## src/rtl/hack_cpu_ctrl.sv

```systemverilog
// hack_cpu_ctrl: multi-cycle Hack CPU control and datapath stage wrapped around an external ALU.
// Fetches instructions, decodes them and holds A, D, the M read buffer, IR and PC.
// The external ALU is fed continuously. Its result is committed only in the EXEC state.
//
// Ports
//   i_clk, i_rst_n      clock; synchronous active-low reset
//   o_imem_*/i_imem_*   instruction fetch req/ack handshake (addr = PC)
//   o_dmem_*/i_dmem_*   data read/write req/ack handshake
//   o_alu_x/o_alu_y     ALU operands (x = D, y = M buffer or A, selected by IR[12])
//   o_alu_zx..o_alu_no  ALU control bits taken straight from IR[11:6]
//   i_alu_out/zr/ng     ALU result and flags
//   o_instr_done        single-cycle pulse when an instruction retires
module hack_cpu_ctrl #(
  parameter int unsigned PC_W     = 15,
  parameter int unsigned RESET_PC = 0
) (
  input  logic            i_clk,
  input  logic            i_rst_n,
  output logic            o_imem_req,
  output logic [PC_W-1:0] o_imem_addr,
  input  logic            i_imem_ack,
  input  logic [15:0]     i_imem_rdata,
  output logic            o_dmem_req,
  output logic            o_dmem_we,
  output logic [14:0]     o_dmem_addr,
  output logic [15:0]     o_dmem_wdata,
  input  logic            i_dmem_ack,
  input  logic [15:0]     i_dmem_rdata,
  output logic [15:0]     o_alu_x,
  output logic [15:0]     o_alu_y,
  output logic            o_alu_zx,
  output logic            o_alu_nx,
  output logic            o_alu_zy,
  output logic            o_alu_ny,
  output logic            o_alu_f,
  output logic            o_alu_no,
  input  logic [15:0]     i_alu_out,
  input  logic            i_alu_zr,
  input  logic            i_alu_ng,
  output logic            o_instr_done
);

  localparam logic [1:0] ST_FETCH  = 2'd0;
  localparam logic [1:0] ST_MREAD  = 2'd1;
  localparam logic [1:0] ST_EXEC   = 2'd2;
  localparam logic [1:0] ST_MWRITE = 2'd3;

  logic [1:0]      r_state;
  logic [15:0]     r_a;
  logic [15:0]     r_d;
  logic [15:0]     r_mbuf;
  logic [15:0]     r_ir;
  logic [PC_W-1:0] r_pc;
  logic [14:0]     r_waddr;
  logic [15:0]     r_wdata;

  logic [1:0]      w_state_d;
  logic [PC_W-1:0] w_pc_inc;
  logic            w_jmp;

  assign w_pc_inc = r_pc + PC_W'(1);

  // Jump condition is evaluated on the ALU flags of the instruction in IR.
  assign w_jmp = (r_ir[2] & i_alu_ng) | (r_ir[1] & i_alu_zr) | (r_ir[0] & ~i_alu_zr & ~i_alu_ng);

  always_comb begin
    w_state_d = r_state;
    case (r_state)
      ST_FETCH: begin
        if (i_imem_ack) begin
          // Only C-instructions with the a-bit set need the M operand fetched first.
          w_state_d = (i_imem_rdata[15] && i_imem_rdata[12]) ? ST_MREAD : ST_EXEC;
        end
      end
      ST_MREAD: begin
        if (i_dmem_ack) w_state_d = ST_EXEC;
      end
      ST_EXEC: begin
        w_state_d = (r_ir[15] && r_ir[3]) ? ST_MWRITE : ST_FETCH;
      end
      ST_MWRITE: begin
        if (i_dmem_ack) w_state_d = ST_FETCH;
      end
      default: w_state_d = ST_FETCH;
    endcase
  end

  // Requests are masked while reset is held so nothing is issued before the FSM restarts.
  assign o_imem_req   = i_rst_n && (r_state == ST_FETCH);
  assign o_imem_addr  = r_pc;
  assign o_dmem_req   = i_rst_n && ((r_state == ST_MREAD) || (r_state == ST_MWRITE));
  assign o_dmem_we    = i_rst_n && (r_state == ST_MWRITE);
  assign o_dmem_addr  = (r_state == ST_MWRITE) ? r_waddr : r_a[14:0];
  assign o_dmem_wdata = r_wdata;
  assign o_instr_done = i_rst_n &&
                        (((r_state == ST_EXEC) && (w_state_d == ST_FETCH)) ||
                         ((r_state == ST_MWRITE) && i_dmem_ack));

  assign o_alu_x  = r_d;
  assign o_alu_y  = r_ir[12] ? r_mbuf : r_a;
  assign o_alu_zx = r_ir[11];
  assign o_alu_nx = r_ir[10];
  assign o_alu_zy = r_ir[9];
  assign o_alu_ny = r_ir[8];
  assign o_alu_f  = r_ir[7];
  assign o_alu_no = r_ir[6];

  always_ff @(posedge i_clk) begin
    if (!i_rst_n) begin
      r_state <= ST_FETCH;
      r_a     <= '0;
      r_d     <= '0;
      r_mbuf  <= '0;
      r_ir    <= '0;
      r_pc    <= PC_W'(RESET_PC);
      r_waddr <= '0;
      r_wdata <= '0;
    end else begin
      r_state <= w_state_d;
      case (r_state)
        ST_FETCH: begin
          if (i_imem_ack) r_ir <= i_imem_rdata;
        end
        ST_MREAD: begin
          if (i_dmem_ack) r_mbuf <= i_dmem_rdata;
        end
        ST_EXEC: begin
          if (!r_ir[15]) begin
            r_a  <= {1'b0, r_ir[14:0]};
            r_pc <= w_pc_inc;
          end else begin
            // Non-blocking updates: write address and jump target both see the pre-EXEC A.
            if (r_ir[5]) r_a <= i_alu_out;
            if (r_ir[4]) r_d <= i_alu_out;
            r_pc <= w_jmp ? r_a[PC_W-1:0] : w_pc_inc;
            if (r_ir[3]) begin
              r_waddr <= r_a[14:0];
              r_wdata <= i_alu_out;
            end
          end
        end
        default: ;
      endcase
    end
  end

endmodule

```

## config.mk

```make
export PLATFORM = sky130hd
export DESIGN_NAME = hack_cpu_ctrl
export DESIGN_NICKNAME = d
export VERILOG_FILES = /design/src/rtl/hack_cpu_ctrl.sv
export SDC_FILE = /design/constraint.sdc
export NUM_CORES = 1
export LEC_CHECK = 0
export ABC_AREA = 1
export CAP_MARGIN = 20
export CORE_ASPECT_RATIO = 1.2
export CORE_MARGIN = 5
export CORE_UTILIZATION = 43
export CTS_CLUSTER_SIZE = 8
export DETAILED_ROUTE_END_ITERATION = 10
export PLACE_DENSITY_LB_ADDON = 0.12
export SLEW_MARGIN = 10
export SYNTH_ARGS = -nofsm -noshare
export SYNTH_HDL_FRONTEND = slang
export SYNTH_SLANG_ARGS = --single-unit
```

## constraint.sdc

```tcl
create_clock -name i_clk -period 1.25 [get_ports i_clk]
set_input_delay 0.25 -clock i_clk [delete_from_list [all_inputs] [get_ports i_clk]]
set_output_delay 0.25 -clock i_clk [all_outputs]
set_load 0.005 [all_outputs]
```

==> impl_results.md <==
* M1 GR Usage at between 30% and 40%
* Clk pwr share at 32.8%
* Kind of critical path: reg -> out
* Status: finished with violations
* WP data required at 1000 ps
* Skew-Pair Late Insertion Delay at between 300 and 400 ps
* Post-synthesis sequential area ratio at 44.88%
* CTS max path bufs at 2
* Total grt overflow at 0
* P per Cell Area at about 980 nW/um^2
* Final setup margin at -515.2 ps
* Clock root buffer: clkbuf_16
* Net Switching at 2426 uW
* Drt total wl at between 15,000 and 20,000 um
* Tot GR Track Use at 26.15%
* Hold Path Class: in -> reg
* GPL Wtd Cong at 0.8313
* Pint at approximately 6100 uW
* Static leakage at ~0.0038 uW
* YS warnings at 0
* Detailed Routing Iterations Pass 1 at 4
* Logic pwr share at ~23%
* Final hold viol count at 0
* Die width at roughly 110 um
* Filler cell count in the final layout at around 820
* Die area at between 10,000 and 15,000 sq um
* Part of the cycle the worst path needs at 141.2%
* H-tree depth at 3
* WL/cell at 18.01 um
* Clock Skew at slightly below 7 ps
* CTS tree: built
* Vias in the first global route at roughly 5,500
* Initial Utilization at 43.60%
* Cts hold-fix bufs at 0
* CTS Sinks at 112
* Vias per inst at between 5 and 6
* Max VDD drop at 0.7771 mV
* Area occupied by multi-input gates at just over 3000 sq um
* Max_cap viols at 0
* Core area at ~11,000 sq um
* Crit. End Element: output pin
* Final count of negative-setup-slack endpoints at 132
* Synth Register Bits at between 100 and 150
* Pins Over Slew Limit at 0
* Largest net degree at the start of global routing at 86
* Final Non-Filler Cells at approximately 1,100
* Crit path launch type: register
* DRC Markers at 0
* Worst path arrival time at around 1500 ps
* Clk slew on worst S/H paths at ~70 ps
* Iteration-0 DRC Markers at ~320
* Sequential Power Share at between 40 and 50%
* First-pass GRT wire length at approximately 28,000 um
* Most frequent cells in the layout: 142 x nor2_1, 83 x dfxtp_1, 76 x nand2_1, 64 x buf_4, 58 x dlygate4sd2_1
* Min cycle time layout at roughly 1800 ps
* Met2 Use GR at 46.49%
* Final Core Density at around three quarters
* Max FO, Critical Path at 4
* Dpl hpwl at between 10,000 and 15,000 um
* Grt peak-use layer: met2
* Unrepaired setup endpoints after global routing: yes
* Antenna cells at 0
* Sw Share at between 20 and 30%
* # nets final at around 990
* Post-Syn Nets at roughly 770
* Die Y-Extent at approximately 130 um
* Worst Tran Pin Value at roughly 540 ps
* Commonest non-fill, non-tap cell in the layout: nor2_1
* FF/Latch Area at around 2300 sq um
* IO Pins at around 140
* GRT met3 Usage at between 4 and 5%
* Maximum clock frequency at 566.5 MHz
* Number of cell rows at 43
* Syn Area/Cell at between 7 and 8 sq um
* Post-Syn Area at 4996 sq um
* Failing checks: negative setup slack
* Post-Synthesis Cells at between 700 and 800
* Share of layout cells above drive strength 1 at approximately two fifths
* Placed cell count at 1,031
* PortBufs at between 100 and 150
* Vias at 5,891
* Area growth, synth to finish at 73.25%
* Clock buffer count from CTS at 9
* Synth unique cells at 29
* ANT nets after route at 0
* Pre-CTS setup slack at -763.3 ps
* Relative slew slack at approximately 64%
* Initial antenna violation count at 0
per-stage QoR:
| step | setup TNS [ps] | total power, uW | instance area (sq um) | hold WS (ps) |
|---|---|---|---|---|
| floorplan | -86.59 | 4422 | 5080 | 384.9 |
| finish | -36960 | 8519 | 8656 | 257.0 |
| detailed placement | -42220 | 5196 | 6980 | 469.2 |
| CTS | -34530 | 8272 | 8134 | 253.0 |
| global route | -45540 | 8838 | 8656 | 260.5 |
| global placement | -39400 | 5175 | 6980 | 448.8 |
final timing paths:
check                  start              end  slack, ps  cells past startpoint
max               r_state[0]   o_dmem_addr[2]       -520                      3
min                  i_rst_n  o_imem_addr[11]        260                      3
max reg2reg       r_state[0]      r_waddr[14]       -460                      7
min reg2reg  o_dmem_wdata[7]  o_dmem_wdata[7]        480                      2
timing repair:
| action | CTS | global route |
|---|---|---|
| pin swaps | 30 | 51 |
| gates cloned | 11 | 3 |
| buffers inserted | 33 | 9 |
| gates resized for setup | 370 | 135 |
| setup endpoints to repair | 197 | 148 |
synth_stat cells:
master	instances	area share [%]
inv_1	39	2.9
inv_4	1	0.13
nor3_4	1	0.33
nand3_1	38	3.8
nor3_1	2	0.20
nor2_1	156	12
clkbuf_1	25	1.9
o211ai_1	1	0.15
mux2_2	1	0.23
ha_1	1	0.25
buf_4	5	0.75
a21oi_2	9	1.6
buf_2	9	0.90
a21oi_1	38	3.8
nor2_8	1	0.40
o21ai_1	9	0.90
nand3b_1	4	0.60
a31oi_1	17	2.1
nand2_1	120	9.0
o21ai_2	1	0.18
clkinv_1	2	0.15
dfxtp_1	112	45
nand4_1	4	0.50
nor2_2	1	0.13
buf_6	4	0.90
inv_2	4	0.30
xnor2_1	2	0.35
nand3_4	2	0.70
o21ai_0	102	10
flip-flops by register name, summed over array words and instances (netlist names):
| signal | count |
|---|---|
| o_alu_x | 16 |
| o_dmem_wdata | 16 |
| o_imem_addr | 15 |
| r_a | 16 |
| r_ir | 16 |
| r_mbuf | 16 |
| r_state | 2 |
| r_waddr | 15 |
routing by layer:
layer | routed length, um | part of all wire (%)
met5 | 0 | 0
met4 | 874 | 4.4
met3 | 1250 | 6.3
met2 | 10310 | 52
met1 | 7331 | 37
worst max-delay path: stages, from the launching register on:
cell and delay [ps]:
dfxtp_4 370, nand2_4 150, mux2_2 370, dlygate4sd2_1 270
cells by family (layout without fill, tap and decap cells):
group | Yosys count | after routing | synth area share, %
simple gates | 329 | 329 | 27.40
compound gates | 177 | 177 | 18.96
flops | 112 | 112 | 44.88
buf+inv | 89 | 319 | 7.939
xor+xnor | 2 | 2 | 0.3507
fa+ha+maj | 1 | 1 | 0.2504
mux | 1 | 1 | 0.2254
power by group through the flow:
stage	logic (uW)	clock network [uW]	registers [uW]
after global placement	1310	0	3870
final	1910	2790	3810
after floorplan	567	0	3850
after detailed placement	1320	0	3880
after CTS	1670	2800	3800
after global routing	2040	2970	3830
area by class of cell:
class | count | area share, %
multi-input cells | 510 | 34.95
clock buffers | 11 | 2.804
inverters | 46 | 2.472
repair buffers | 257 | 30.41
flip-flops and latches | 112 | 26.61
clock inverters | 5 | 0.4770
well taps | 157 | 2.269
(Power assumes the default switching activity.)
